`src/rtl/bd_word_serializer.sv`:
```
// Wide-to-narrow ready/valid serializer on the BD transmit link.
// Each accepted word leaves as IN_BITS/OUT_BITS chunks; out_last flags the final chunk.
module bd_word_serializer #(
    parameter int IN_BITS   = 32,
    parameter int OUT_BITS  = 8,
    parameter bit MSB_FIRST = 1'b1
) (
    input  logic                clk,
    input  logic                reset,
    input  logic [IN_BITS-1:0]  in_data,
    input  logic                in_valid,
    output logic                in_ready,
    output logic [OUT_BITS-1:0] out_data,
    output logic                out_valid,
    input  logic                out_ready,
    output logic                out_last,
    output logic                busy
);

    localparam int NCHUNK = IN_BITS / OUT_BITS;
    localparam int CW     = (NCHUNK > 1) ? $clog2(NCHUNK) : 1;
    localparam logic [CW-1:0] LAST_CNT = CW'(NCHUNK - 1);

    generate
        if (IN_BITS % OUT_BITS != 0) begin : g_bad_width
            $error("bd_word_serializer: IN_BITS must be a multiple of OUT_BITS");
        end
    endgenerate

    typedef enum logic {
        IDLE = 1'b0,
        SEND = 1'b1
    } state_t;

    state_t              state_q, state_d;
    logic [CW-1:0]       cnt_q, cnt_d;
    logic [IN_BITS-1:0]  shreg_q, shreg_d;
    logic                last_q, last_d;
    logic [OUT_BITS-1:0] head;
    logic [IN_BITS-1:0]  shifted;
    logic                load;

    // Output end of the shift register is the MSB slice or the LSB slice.
    generate
        if (MSB_FIRST) begin : g_msb
            assign head    = shreg_q[IN_BITS-1 -: OUT_BITS];
            assign shifted = shreg_q << OUT_BITS;
        end else begin : g_lsb
            assign head    = shreg_q[OUT_BITS-1:0];
            assign shifted = shreg_q >> OUT_BITS;
        end
    endgenerate

    // Ready in the last-chunk cycle lets the next word follow with no bubble.
    assign in_ready  = !reset && ((state_q == IDLE) ||
                                  ((state_q == SEND) && out_ready && last_q));
    assign load      = in_valid && in_ready;
    assign out_data  = head;
    assign out_valid = (state_q == SEND);
    assign out_last  = last_q;
    assign busy      = (state_q == SEND);

    always_comb begin
        state_d = state_q;
        cnt_d   = cnt_q;
        shreg_d = shreg_q;
        last_d  = last_q;
        if (load) begin
            state_d = SEND;
            shreg_d = in_data;
            cnt_d   = '0;
            last_d  = (LAST_CNT == '0);
        end else if ((state_q == SEND) && out_ready) begin
            if (!last_q) begin
                shreg_d = shifted;
                cnt_d   = cnt_q + 1'b1;
                last_d  = (cnt_d == LAST_CNT);
            end else begin
                // Clearing the register keeps out_data at zero while idle.
                state_d = IDLE;
                shreg_d = '0;
                cnt_d   = '0;
                last_d  = 1'b0;
            end
        end
    end

    always_ff @(posedge clk or posedge reset) begin
        if (reset) begin
            state_q <= IDLE;
            cnt_q   <= '0;
            shreg_q <= '0;
            last_q  <= 1'b0;
        end else begin
            state_q <= state_d;
            cnt_q   <= cnt_d;
            shreg_q <= shreg_d;
            last_q  <= last_d;
        end
    end

endmodule
```
`config.mk`:
```
export PLATFORM = sky130hd
export DESIGN_NAME = bd_word_serializer
export DESIGN_NICKNAME = d
export VERILOG_FILES = /design/src/rtl/bd_word_serializer.sv
export SDC_FILE = /design/constraint.sdc
export NUM_CORES = 1
export LEC_CHECK = 0
export CORE_MARGIN = 2
export CORE_UTILIZATION = 47
export DETAILED_ROUTE_END_ITERATION = 12
export GPL_ROUTABILITY_DRIVEN = 0
export PLACE_DENSITY = 0.82
export SLEW_MARGIN = 15
export SYNTH_ARGS = -nofsm -noshare
export SYNTH_HDL_FRONTEND = slang
export SYNTH_SLANG_ARGS = --single-unit
```
`constraint.sdc`:
```
create_clock -name clk -period 1.5 [get_ports clk]
set_input_delay 0.15 -clock clk [delete_from_list [all_inputs] [get_ports clk]]
set_output_delay 0.15 -clock clk [all_outputs]
set_load 0.05 [all_outputs]
```
# Word-level counts from Yosys, hierarchy flattened
# Cells that the tools add are included.
# totals
memories	0
in_bits	36
ramBits	0
elab_cells	28
reg_bits	36
output_inout_bits	12
latch_bits	0
mem_bits_ro	0
# op_classes
n_reduce_logical	9
order_cmp	0
div	0
bitwise_logic	1
multipliers	0
n_shift	0
eq_ne	1
n_addsub	1
mux	12
# op_table
cell	n
32-bit two-way mux	3
1-bit two-way mux	6
2-bit two-way mux	3
1-bit logical AND	4
2-bit nonzero test	2
2-bit by 1-bit adder with 2-bit output (second input constant)	1
2-bit == test (second input constant)	1
2-bit AND reduction	1
1-bit logical NOT	1
1-bit logical OR	1
1-bit inverter	1

# Logic depth before layout (Yosys ltp)
# logic_depth
ltp_word	7
depth_mapped	5
depth_no_buf	4

# Worst setup path after synthesis
# Ideal clock, no wire load.
# synth_timing
path_kind	register to output
startpoint	reg state_q (netlist: busy)
endpoint	out in_ready
required_ns	1.350
path_buffers	0
path_stages_with_launch	3
path_slack_ns	-0.196
arrival_ns	1.546
path_cell_list	dfrtp_1 -> a21boi_2 -> nor2_1
# synth_between
elab_chain_len	4
elab_cells_between_ends	5
classes_between	1 x bitwise; 4 x reduce/logical
# synth_lines
element	line_no	text
start: declaration	35	state_t state_q, state_d;
start signal: assignment	95	state_q <= state_d;
1-bit logical AND (2 in a row)	56	((state_q == SEND) && out_ready && last_q));
1-bit logical OR *	55	assign in_ready = !reset && ((state_q == IDLE) ||
1-bit logical AND *	55	
end: declaration	12	output logic in_ready,
# Mark *: on every way between the ends. The rest lies on a longest branch, timed or not.

# Worst setup path in the final report
# layout_timing
startpoint	reg state_q (netlist: busy)
endpoint	reg shreg_q[21]
# layout_between
elab_chain_len	6
elab_cells_between_ends	8
classes_between	1 x mux; 1 x bitwise; 6 x reduce/logical
# layout_lines
element	line_no	text
1-bit logical AND	56, 73	
1-bit logical AND	56	
1-bit logical OR	55	
1-bit logical AND	55	
1-bit logical AND	57	assign load = in_valid && in_ready;
32-bit two-way mux or 2-bit nonzero test (tied branches)	-	
end signal: assignment	97	shreg_q <= shreg_d;
end: declaration	37	logic [IN_BITS-1:0] shreg_q, shreg_d;
# Several ways; a longest one is shown, not always the timed one.
# A chain may end at the register's enable or synchronous reset.

==> metrics <==
outcome complete, but fails checks; failing checks setup timing; CTS Buf Count 5; Total Nets Final around 210; drt first pass iters 4; CTS tree built; htree depth 2; DR DRC count 0; maximum clock insertion buffer count 2; Routed WL between 3 and 4 mm; Slew headroom 71.6%; crit end category flip-flop; initial core utilization 49.3%; Critical Path AT around 1800 ps; Post-Place Setup Slack -583 ps; fin crit share 104%; Worst R2R End shreg_q[21]; # rows 21; # hold bufs at CTS 0; WHS 410 ps; first-pass GRT wire length 5.95 mm; Hold Crit Start in_data[4]; layout cell share with drive strength beyond 1 29.0%; synth warn 0; Finished Layout Cells 222; Mapped Area 1650 sq um; sequential area share after synthesis approximately 55%; main area contributors after synthesis dfrtp_1 55%, a221o_1 15%, and2_0 4.6%, a22o_1 4.3%, buf_4 4.1%; max-slew violations 0; Area after DPL 2140 sq um; Syn-to-layout area delta 38.5%; Synth Instances approximately 120; Fmax 640 MHz; flop2flop setup slack -60 ps; worst r2r src busy; I/O pin count 48; worst path required time 1720 ps; Hold Violations, Final 0; port bufs 47; RSZ-0062 raised after global routing true; number of synthesized register bits 36; largest net degree at the start of global routing 37; Lkg Pwr 1.04 nW; CTS Sinks 36; chip width around 63 um; Worst R2R Path Depth 5; clock root buffer clkbuf_4; final setup fails 16; final core utilization a little under 70%; area fraction of the dominant cell type after synthesis 54.8%; most frequent cells in the layout 34 x dfrtp_1, 34 x clkdlybuf4s50_1, 24 x a221o_1; cell taking the most area after synthesis dfrtp_1; vias in the first global route 1230; final instance area approximately 2300 sq um; Cell Pwr Density ~1900 nW/um^2; routed vias/inst 5.36; Hold Path Cell Cnt 2; Avg Inst Size Synth around 13 sq um; antenna fix cells 0; initial antenna violation count 0; Slew @ Worst Pin 425 ps; Tot GR Track Use between 10% and 20%; Cell variety after synth 20; die area 3990 sq um; dpl cells 209; Worst-path clk slew 100 ps; Die Y 63.2 um; wire per inst 16.2 um; Skew-Pair Late Insertion Delay 330 ps; total power 4.38 mW; critical path class reg -> reg; clk_skew around 5.7 ps; Final TNS setup -330 ps; Setup WS post-layout -62.1 ps; Hold EP shreg_q[4]; worst vdd ir 0.00120 V; CORE AREA 3340 sq um; total vias in the final route ~1200; Syn Nets 161; max cap viols 0; class of the worst hold path in -> reg; grt ovf 0; post-route ant nets 0; Crit Path Max Fanout 27; crit path launch type flip-flop; DP Wirelength 2.32 mm; initial drt markers 50; min Tclk post-route 1560 ps
==> repair_timing <==
action,CTS,global route
setup endpoints to repair,36,33
gates cloned,2,0
resized for setup,9,0
buffers inserted,3,0
pin swaps,5,12
==> layout make-up <==
class                           count  area, sq um
Timing Repair Buffer               60          611
Fill cell                         256         1060
Clock buffer                        8         58.8
Sequential cell                    36          903
Inverter                            3         11.3
Multi-Input combinational cell     69          637
Tap cell                           46         57.6
==> cell usage after synthesis <==
cell type,count
nor3b_4,1
buf_2,3
a221o_1,24
and2_1,5
a21oi_2,1
buf_6,6
or2_2,1
buf_4,9
dfrtp_1,36
nor2_1,1
nor3b_2,1
a22o_2,2
and3b_1,1
a22o_1,8
and2_2,7
inv_1,3
ha_1,1
a21boi_2,1
mux2_2,1
and2_0,12
==> flip-flops by register name, summed over array words and instances, names as in the netlist <==
signal	cells
busy	1
cnt_q	2
shreg_q	32
out_last	1
==> routing by layer <==
layer  track usage, %  share of wire (%)  vias up
met5                0                  0        -
met2             34.6                 52       35
met4             5.83                1.1        0
met1             23.9                 43      586
li1                 -                  -      564
met3             5.18                4.8        6
==> where the power goes <==
part | total, mW | switching, mW | internal (mW) | leakage (nW)
registers | 1.66 | 0.253 | 1.41 | 0.468
clock network | 0.529 | 0.298 | 0.231 | 0.0326
logic | 2.19 | 1.16 | 1.03 | 0.538
total | 4.38 | 1.71 | 2.67 | 1.04
==> how the worst max path moves through the flow <==
stage,startpoint,endpoint,slack [ps],depth (start not counted)
after floorplan,busy,shreg_q[23],0.4,5
after CTS,busy,shreg_q[21],-70,5
final,busy,shreg_q[21],-60,5
after global routing,busy,in_ready,-90,5
after global placement,in_valid,shreg_q[0],-510,5
after detailed placement,in_valid,shreg_q[0],-580,5
==> worst max-delay path, cell delays in order (launching register included) <==
cell	delay (ps)
dfrtp_2	430
buf_4	180
and3b_1	220
buf_12	160
and2_2	200
a221o_1	270
==> cell families after synthesis <==
| logic type | synth area share, % |
|---|---|
| compound gates | 21.3 |
| flops | 54.8 |
| simple gates | 12.7 |
| buf+inv | 9.81 |
| mux | 0.684 |
| fa+ha+maj | 0.760 |
(Power assumes the default switching activity.)
